===== src/rtl/usb_rx_unstuff_decode.sv =====
// ---------------------------------------------------------------------------
// usb_rx_unstuff_decode
//
// Receive front end for a USB-style serial bus. It samples the dp/dm pair once
// per bit time (one clk), decodes NRZI into data bits and drops stuffed zeros.
// It also recognises end-of-packet (SE0 held for EOP_SE0_BITS bit times and
// then J) and flags stuffing violations, SE1 and SE0 runs that are too short.
// The decoded bit stream feeds the receive byte deserializer.
//
// Optional feature (compile-time macro USB_RX_SYNC_EN):
//   defined   : dp/dm each pass through a 2-flop synchronizer that resets to
//               J (dp=1, dm=0). Sample-to-output latency is 3 clks.
//   undefined : dp/dm feed the decoder directly. Latency is 1 clk.
//
// Parameters
//   STUFF_LEN     consecutive decoded 1s after which a stuffed 0 must follow
//   EOP_SE0_BITS  SE0 bit times required before the closing J
//
// Ports
//   clk        in   system clock, one bus bit time per cycle
//   rst_L      in   asynchronous active-low reset
//   dp, dm     in   bus D+ / D- samples
//   recving    in   receive path armed; low forces IDLE with no pulses
//   outb       out  decoded data bit, meaningful when out_valid=1
//   out_valid  out  outb carries a data bit this cycle
//   eop        out  one-cycle pulse on a valid end-of-packet
//   rx_err     out  one-cycle pulse on stuff violation, SE1 or short SE0
// ---------------------------------------------------------------------------
module usb_rx_unstuff_decode #(
  parameter int STUFF_LEN    = 6,
  parameter int EOP_SE0_BITS = 2
) (
  input  logic clk,
  input  logic rst_L,
  input  logic dp,
  input  logic dm,
  input  logic recving,
  output logic outb,
  output logic out_valid,
  output logic eop,
  output logic rx_err
);

  localparam int OW = $clog2(STUFF_LEN + 1);
  localparam int SW = $clog2(EOP_SE0_BITS + 1);
  localparam logic [OW-1:0] STUFF_MAX = OW'(STUFF_LEN);
  localparam logic [SW-1:0] SE0_MIN   = SW'(EOP_SE0_BITS);
  localparam logic [SW-1:0] SE0_ONE   = SW'(1);

  typedef enum logic [1:0] {
    IDLE = 2'd0,
    RECV = 2'd1,
    SE0W = 2'd2,
    ERR  = 2'd3
  } state_t;

  // ---------------------------------------------------------------------
  // Optional input synchronizer
  // ---------------------------------------------------------------------
  logic dp_s;
  logic dm_s;

`ifdef USB_RX_SYNC_EN
  logic [1:0] dp_sync;
  logic [1:0] dm_sync;

  // Reset value is the idle J state so no spurious K is seen after reset.
  always_ff @(posedge clk or negedge rst_L) begin
    if (!rst_L) begin
      dp_sync <= 2'b11;
      dm_sync <= 2'b00;
    end else begin
      dp_sync <= {dp_sync[0], dp};
      dm_sync <= {dm_sync[0], dm};
    end
  end

  assign dp_s = dp_sync[1];
  assign dm_s = dm_sync[1];
`else
  assign dp_s = dp;
  assign dm_s = dm;
`endif

  // ---------------------------------------------------------------------
  // Line decode
  // ---------------------------------------------------------------------
  logic is_jk;
  logic is_k;
  logic is_se0;
  logic is_se1;
  logic level;
  logic decoded;
  logic stuff_full;

  assign is_jk  = dp_s ^ dm_s;
  assign is_k   = ~dp_s & dm_s;
  assign is_se0 = ~dp_s & ~dm_s;
  assign is_se1 = dp_s & dm_s;
  assign level  = dp_s;                 // J=1, K=0

  // ---------------------------------------------------------------------
  // State and registered outputs
  // ---------------------------------------------------------------------
  state_t        state_reg,      state_next;
  logic [OW-1:0] ones_cnt_reg,   ones_cnt_next;
  logic [SW-1:0] se0_cnt_reg,    se0_cnt_next;
  logic          last_level_reg, last_level_next;
  logic          outb_reg,       outb_next;
  logic          out_valid_reg,  out_valid_next;
  logic          eop_reg,        eop_next;
  logic          rx_err_reg,     rx_err_next;

  // NRZI: no transition means a 1.
  assign decoded    = (level == last_level_reg);
  assign stuff_full = (ones_cnt_reg == STUFF_MAX);

  always_ff @(posedge clk or negedge rst_L) begin
    if (!rst_L) begin
      state_reg      <= IDLE;
      ones_cnt_reg   <= '0;
      se0_cnt_reg    <= '0;
      last_level_reg <= 1'b1;
      outb_reg       <= 1'b0;
      out_valid_reg  <= 1'b0;
      eop_reg        <= 1'b0;
      rx_err_reg     <= 1'b0;
    end else begin
      state_reg      <= state_next;
      ones_cnt_reg   <= ones_cnt_next;
      se0_cnt_reg    <= se0_cnt_next;
      last_level_reg <= last_level_next;
      outb_reg       <= outb_next;
      out_valid_reg  <= out_valid_next;
      eop_reg        <= eop_next;
      rx_err_reg     <= rx_err_next;
    end
  end

  // ---------------------------------------------------------------------
  // Next-state and counter logic
  // ---------------------------------------------------------------------
  always_comb begin
    state_next      = state_reg;
    ones_cnt_next   = ones_cnt_reg;
    se0_cnt_next    = se0_cnt_reg;
    last_level_next = last_level_reg;

    if (!recving) begin
      // Abandon whatever was in flight; this also wins over a completing EOP.
      state_next      = IDLE;
      ones_cnt_next   = '0;
      se0_cnt_next    = '0;
      last_level_next = 1'b1;
    end else begin
      unique case (state_reg)
        IDLE: begin
          last_level_next = 1'b1;
          if (is_k) begin
            state_next      = RECV;
            last_level_next = 1'b0;
            ones_cnt_next   = '0;
            se0_cnt_next    = '0;
          end
        end

        RECV: begin
          if (is_jk) begin
            last_level_next = level;
            if (decoded) begin
              if (stuff_full) state_next = ERR;
              else            ones_cnt_next = ones_cnt_reg + 1'b1;
            end else begin
              // Either a stuffed zero or a real zero; both restart the run.
              ones_cnt_next = '0;
            end
          end else if (is_se0) begin
            state_next   = SE0W;
            se0_cnt_next = SE0_ONE;
          end else begin
            state_next = ERR;
          end
        end

        SE0W: begin
          if (is_se0) begin
            if (se0_cnt_reg < SE0_MIN) se0_cnt_next = se0_cnt_reg + 1'b1;
          end else if (!is_k && !is_se1 && (se0_cnt_reg >= SE0_MIN)) begin
            state_next      = IDLE;
            last_level_next = 1'b1;
            ones_cnt_next   = '0;
            se0_cnt_next    = '0;
          end else begin
            state_next = ERR;
          end
        end

        ERR: begin
          state_next = ERR;
        end

        default: begin
          state_next = IDLE;
        end
      endcase
    end
  end

  // ---------------------------------------------------------------------
  // Output logic (values registered on the next edge)
  // ---------------------------------------------------------------------
  always_comb begin
    outb_next      = 1'b0;
    out_valid_next = 1'b0;
    eop_next       = 1'b0;
    rx_err_next    = 1'b0;

    if (recving) begin
      unique case (state_reg)
        IDLE: begin
          // The opening K is decoded against J and is always a data 0.
          if (is_k) out_valid_next = 1'b1;
        end

        RECV: begin
          if (is_jk) begin
            if (decoded) begin
              if (stuff_full) begin
                rx_err_next = 1'b1;
              end else begin
                out_valid_next = 1'b1;
                outb_next      = 1'b1;
              end
            end else if (!stuff_full) begin
              out_valid_next = 1'b1;
            end
          end else if (is_se1) begin
            rx_err_next = 1'b1;
          end
        end

        SE0W: begin
          if (!is_se0) begin
            if (!is_k && !is_se1 && (se0_cnt_reg >= SE0_MIN)) eop_next = 1'b1;
            else                                              rx_err_next = 1'b1;
          end
        end

        default: begin
        end
      endcase
    end
  end

  assign outb      = outb_reg;
  assign out_valid = out_valid_reg;
  assign eop       = eop_reg;
  assign rx_err    = rx_err_reg;

endmodule

===== config.mk =====
export PLATFORM = sky130hd
export DESIGN_NAME = usb_rx_unstuff_decode
export DESIGN_NICKNAME = d
export VERILOG_FILES = /design/src/rtl/usb_rx_unstuff_decode.sv
export SDC_FILE = /design/constraint.sdc
export NUM_CORES = 1
export LEC_CHECK = 0
export CAP_MARGIN = 20
export CELL_PAD_IN_SITES_DETAIL_PLACEMENT = 0
export CELL_PAD_IN_SITES_GLOBAL_PLACEMENT = 1
export CORE_ASPECT_RATIO = 1.25
export CORE_MARGIN = 8
export CORE_UTILIZATION = 38
export CTS_CLUSTER_DIAMETER = 80
export DETAILED_ROUTE_END_ITERATION = 7
export MAX_ROUTING_LAYER = met4
export PLACE_DENSITY_LB_ADDON = 0.1
export SYNTH_ARGS = -nofsm -noshare
export SYNTH_HDL_FRONTEND = slang
export SYNTH_SLANG_ARGS = --single-unit

===== constraint.sdc =====
create_clock -name clk -period 1.76 [get_ports clk]
set_input_delay 0.176 -clock clk [delete_from_list [all_inputs] [get_ports clk]]
set_output_delay 0.176 -clock clk [all_outputs]
set_load 0.05 [all_outputs]

Word-level counts from Yosys, hierarchy flattened
Index checks and enable logic that the tools add are counted.
W data, S select, Z words.
Operators by class
  muxes and demuxes: 52
  order comparisons: 2
  $add $sub $neg: 2
  bitwise operators: 6
  reductions and logical operators: 9
  equal/unequal tests: 17
Operators by type and width (number)
  $mux W2: 14
  $mux W1: 25
  $mux W3: 7
  $ne A4 B4 Y1 const B: 5
  $ne A3 B3 Y1 const B: 6
  $reduce_and A6 Y1: 2
  $pmux W3 S3: 1
  $pmux W2 S4: 1
  $reduce_and A4 Y1: 2
  $pmux W2 S3: 1
  $eq A2 B2 Y1 const B: 2
  $ne A4 B1 Y1 const B: 1
  $pmux W1 S2: 2
  $add A3 B1 Y3 const B: 1
  $and A1 B1 Y1: 3
  $eq A3 B3 Y1 const B: 1
  $pmux W1 S3: 1
  $add A2 B1 Y2 const B: 1
  $eq A2 B1 Y1 const B: 1
  $ge A2 B2 Y1 const B: 1
  $logic_and A1 B1 Y1: 2
  $logic_not A1 Y1: 2
  $logic_not A2 Y1: 1
  $lt A2 B2 Y1 const B: 1
  other kinds (3): 4
Word-level totals
  bits of input ports: 5
  word-level logic and storage cells: 96
  bits in registers: 12
  output and inout port bits: 4

Depth between registers and ports, before layout
  depth after elaboration: 9
  gate-level depth with buffers: 8

Worst setup path after synthesis
Ideal clock, no wire load.
  path kind: register to register
  start point: register state_reg[0]
  end point: register se0_cnt_reg[0]
  period minus slack after synthesis: 1757 ps
  data required time: 1635 ps
  library setup time: 125 ps
  data arrival time: 1633 ps
  cell stages (with the launch flop): 8
  slack: 3 ps
  cell sequence: dfrtp_1 > inv_1 > ha_1 > and2_1 > a21oi_1 > nand2_1 > o21ai_1 > mux2_2
Between the ends
  cells in the longest elaborated chain, start to end: 3
Ends and longest elaborated chain
  start, declared: line 105  | state_t state_reg, state_next;
  start signal, assigned: line 129  | state_reg <= state_next;
  $eq A2 B2 Y1, or another cell as far along: line 156  | unique case (state_reg)
  $ne A4 B4 Y1 (no source line), or another cell as far along
  $reduce_and A6 Y1 (no source line) or $mux W2 (tied branches)
  end signal, assigned: line 131  | se0_cnt_reg <= se0_cnt_next;
  end, declared: line 107  | logic [SW-1:0] se0_cnt_reg, se0_cnt_next;
Several ways; a longest one is shown, not always the timed one.
A chain may end at the register's enable or synchronous reset.

Worst setup path after layout
  start point: register last_level_reg
  end point: register state_reg[1]
Between the ends
  cells in the longest elaborated chain, start to end: 3
Ends and longest elaborated chain
  start, declared: line 108  | logic last_level_reg, last_level_next;
  start signal, assigned: line 132  | last_level_reg <= last_level_next;
  $eq A1 B1 Y1: line 115  | assign decoded = (level == last_level_reg);
  $ne A4 B4 Y1 (no source line)
  $reduce_and A4 Y1 (no source line)
No other way between the ends.

==> results.py <==
metrics = {
    "outcome": {
        "status": "complete, no violations",
    },
    "clock_network": {
        "path_clk_slew_ps": 80,
        "clock-root-buffer": "clkbuf_4",
        "insertion_delay_ps": 270,
        "cts_made_buffers": 3,
        "cts_tree": "done",
        "clk_path_buf_depth": 2,
        "cts.sinks": 12,
        "htreeDepth": 1,
        "holdBufCountCts": 0,
    },
    "sta": {
        "maxSlewViolCount": 0,
        "layout_min_cycle_time_ps": 1690,
        "fin_crit_sh_pct": 96.2,
        "max_slew_margin_pct": 61.2,
        "fin_ws_ps": 67.2,
        "worst_pin_slew_ps": 581,
        "fmax_ghz": 0.591,
        "setup_viol": 0,
        "grt_setup_unrepaired": "yes",
        "holdWs_ps": 265,
        "skew_ps": 7.87,
        "final-hold-violation-count": 0,
        "setup_tns_ps": 0,
    },
    "worst_setup_path": {
        "setup.worst_path.start": "last_level_reg$_DFFE_PN1P_",
        "crit_type": "register to register",
        "crit_fanout": 3,
        "endpoint": "state_reg[1]$_DFFE_PN0P_",
        "crit_path_top_delay_cell": "dfstp_2",
        "required_ps": 1940,
        "end_kind": "register",
        "regToRegStartpoint": "last_level_reg$_DFFE_PN1P_",
        "critPathLaunchType": "register",
        "rr_worst_depth": 6,
        "ff2ff_setup_slack_ps": 70,
        "cp.arrival_ps": 1880,
        "slowest_delay_ps": 560,
        "worstPathCellList": "xnor2_1 -> nand3_1 -> a311oi_2 -> buf_4 -> nor2_1 -> nor3_1",
        "rr_endpoint": "state_reg[1]$_DFFE_PN0P_",
    },
    "drt": {
        "drc": 0,
        "drt_wl_total_um": 2190,
        "drt-wirelength-per-cell_um": 14.3,
        "viasPerCell": 5.12,
        "drtAntennaViolNets": 0,
        "dr.pass1.iters": 4,
        "drt_iter0_drc": 10,
        "via_count": 783,
    },
    "global_routing": {
        "antenna_found_initial": 0,
        "grt_pass1_vias": 820,
        "grt_max_degree": 13,
        "grt_overflow": 0,
        "grt_util_all_layers_pct": 11.7,
        "grt_pass1_wl_um": 3750,
    },
    "final_layout": {
        "fin_cells": 153,
        "syn_to_final_growth_pct": 46.8,
        "drive_gt1_share_pct": 44.3,
        "num_antenna_cells": 0,
        "largest_reg_flops": 3,
        "nNetsFinal": 140,
        "fill_cells": 208,
    },
    "synthesis": {
        "synth.most_common_cell": "ha_1",
        "yosysSeqAreaShare_pct": 34.1,
        "synthTopCellsByCount": "ha_1, dfrtp_1, inv_1, a21oi_1, nor2_1",
        "async_flop_share_pct": 100,
        "yosysTopAreaCellShare_pct": 31.1,
        "synth-edff-count": 0,
        "synth_nets": 108,
        "yosysTopAreaCell": "dfrtp_1",
        "yosys-top-cells-area": "dfrtp_1, ha_1, mux2_2",
        "synth_area_per_cell_sq_um": 9.72,
        "synthDistinctLibCells": 37,
        "ys_ff_latch": 12,
        "synth_ff_type": "dfrtp_1",
        "ys_warn_count": 0,
        "syn_inst": 91,
        "syn_area_sq_um": 885,
    },
    "power_and_ir_drop": {
        "peakVddDrop_mv": 0.645,
        "leakagePower_nw": 0.573,
        "powerDensity_nw_per_um2": 1150,
    },
    "worst_hold_path": {
        "hp-class": "primary input to async pin",
    },
    "floorplan": {
        "dieArea_sq_um": 4140,
        "io-pin-count": 9,
        "die_y_um": 69.9,
        "core_sq_um": 2210,
        "fp-row-count": 19,
        "die_w_um": 59.2,
        "start_util_pct": 40.0,
    },
    "placement": {
        "port_buffers": 8,
        "placed_cells": 146,
        "gp_congestion": 0.875,
        "pre_cts_ws_ps": -369,
        "detailed_place_hpwl_um": 1660,
    },
    "job": {
        "maxCapViolations": 0,
    },
}
[cell usage in the layout, fill, tap and decap left out, types with 2 or more instances in the layout]
cell type / instances
ha_1: 8
ha_4: 3
nand2_1: 5
a21oi_2: 2
nor2_1: 4
nor2b_1: 2
inv_2: 3
o31ai_4: 2
nand3_1: 4
o21ai_0: 2
mux2_4: 2
a21oi_1: 4
buf_4: 20
clkbuf_4: 3
nor2_2: 2
nand3b_1: 2
inv_1: 4
a31oi_1: 2
clkdlybuf4s50_1: 6
dfrtp_1: 10
[layer usage]
layer | vias to the layer above | GRT usage, % | part of all wire, %
met5 | - | - | 0
met4 | 0 | 5.07 | 2.2
met3 | 6 | 2.38 | 3.2
met2 | 11 | 19.7 | 54
met1 | 374 | 12.7 | 41
li1 | 392 | - | -
[cell families after synthesis]
| logic type | after synthesis | synth area share, % |
|---|---|---|
| AO/OA/AOI/OAI | 22 | 19.1 |
| XOR/XNOR | 1 | 0.990 |
| adder cells (fa/ha/maj) | 12 | 17.0 |
| buffers and inverters | 10 | 4.53 |
| flip-flops | 12 | 34.1 |
| multiplexers | 4 | 4.95 |
| AND/OR/NAND/NOR | 30 | 19.4 |
[repair_timing]
item                                   CTS  global route
pin swaps                                2            11
setup endpoints to repair                5             8
buffers inserted                         1             2
endpoints found under the hold margin    0             0
gates resized for setup                  8            24
[critical path: cells and delay by family, from the launching register on]
family | cells | cell delay, ps
buffers and inverters | 1 | 190
flip-flops | 1 | 560
AND/OR/NAND/NOR | 3 | 350
XOR/XNOR | 1 | 150
AO/OA/AOI/OAI | 1 | 360
[layout make-up]
type	count	area, sq um	area share [%]
Clock buffer	4	36.3	2.79
Inverter	8	32.5	2.50
Multi-Input combinational cell	69	646	49.7
Sequential cell	12	303	23.3
Tap cell	31	38.8	2.99
Timing Repair Buffer	29	243	18.7
[per-stage QoR]
step                      area [sq um]  power, mW  util [%]
after floorplan                    885      0.814         -
after global placement            1130       1.07      51.0
after detailed placement          1130       1.08      51.0
after CTS                         1190       1.34      53.7
after global routing              1300       1.62      58.7
final                             1300       1.49      58.7
[report_power, final]
| group | internal, mW | total (mW) | switching, mW |
|---|---|---|---|
| clock network | 0.126 | 0.221 | 0.0958 |
| logic | 0.447 | 0.891 | 0.444 |
| registers | 0.332 | 0.380 | 0.0489 |
[worst min-delay path by stage]
stage | startpoint | end | slack [ps] | cells after the start
final | rst_L | eop$_DFF_PN0_ | 270 | 1
after global routing | rst_L | eop$_DFF_PN0_ | 300 | 1
after CTS | rst_L | eop$_DFF_PN0_ | 280 | 1
after detailed placement | ones_cnt_reg[0]$_DFFE_PN0P_ | ones_cnt_reg[0]$_DFFE_PN0P_ | 490 | 1
after global placement | ones_cnt_reg[0]$_DFFE_PN0P_ | ones_cnt_reg[0]$_DFFE_PN0P_ | 470 | 1
after floorplan | rst_L | eop$_DFF_PN0_ | -120 | 0
Note: power is estimated with default switching activity, not from simulation.
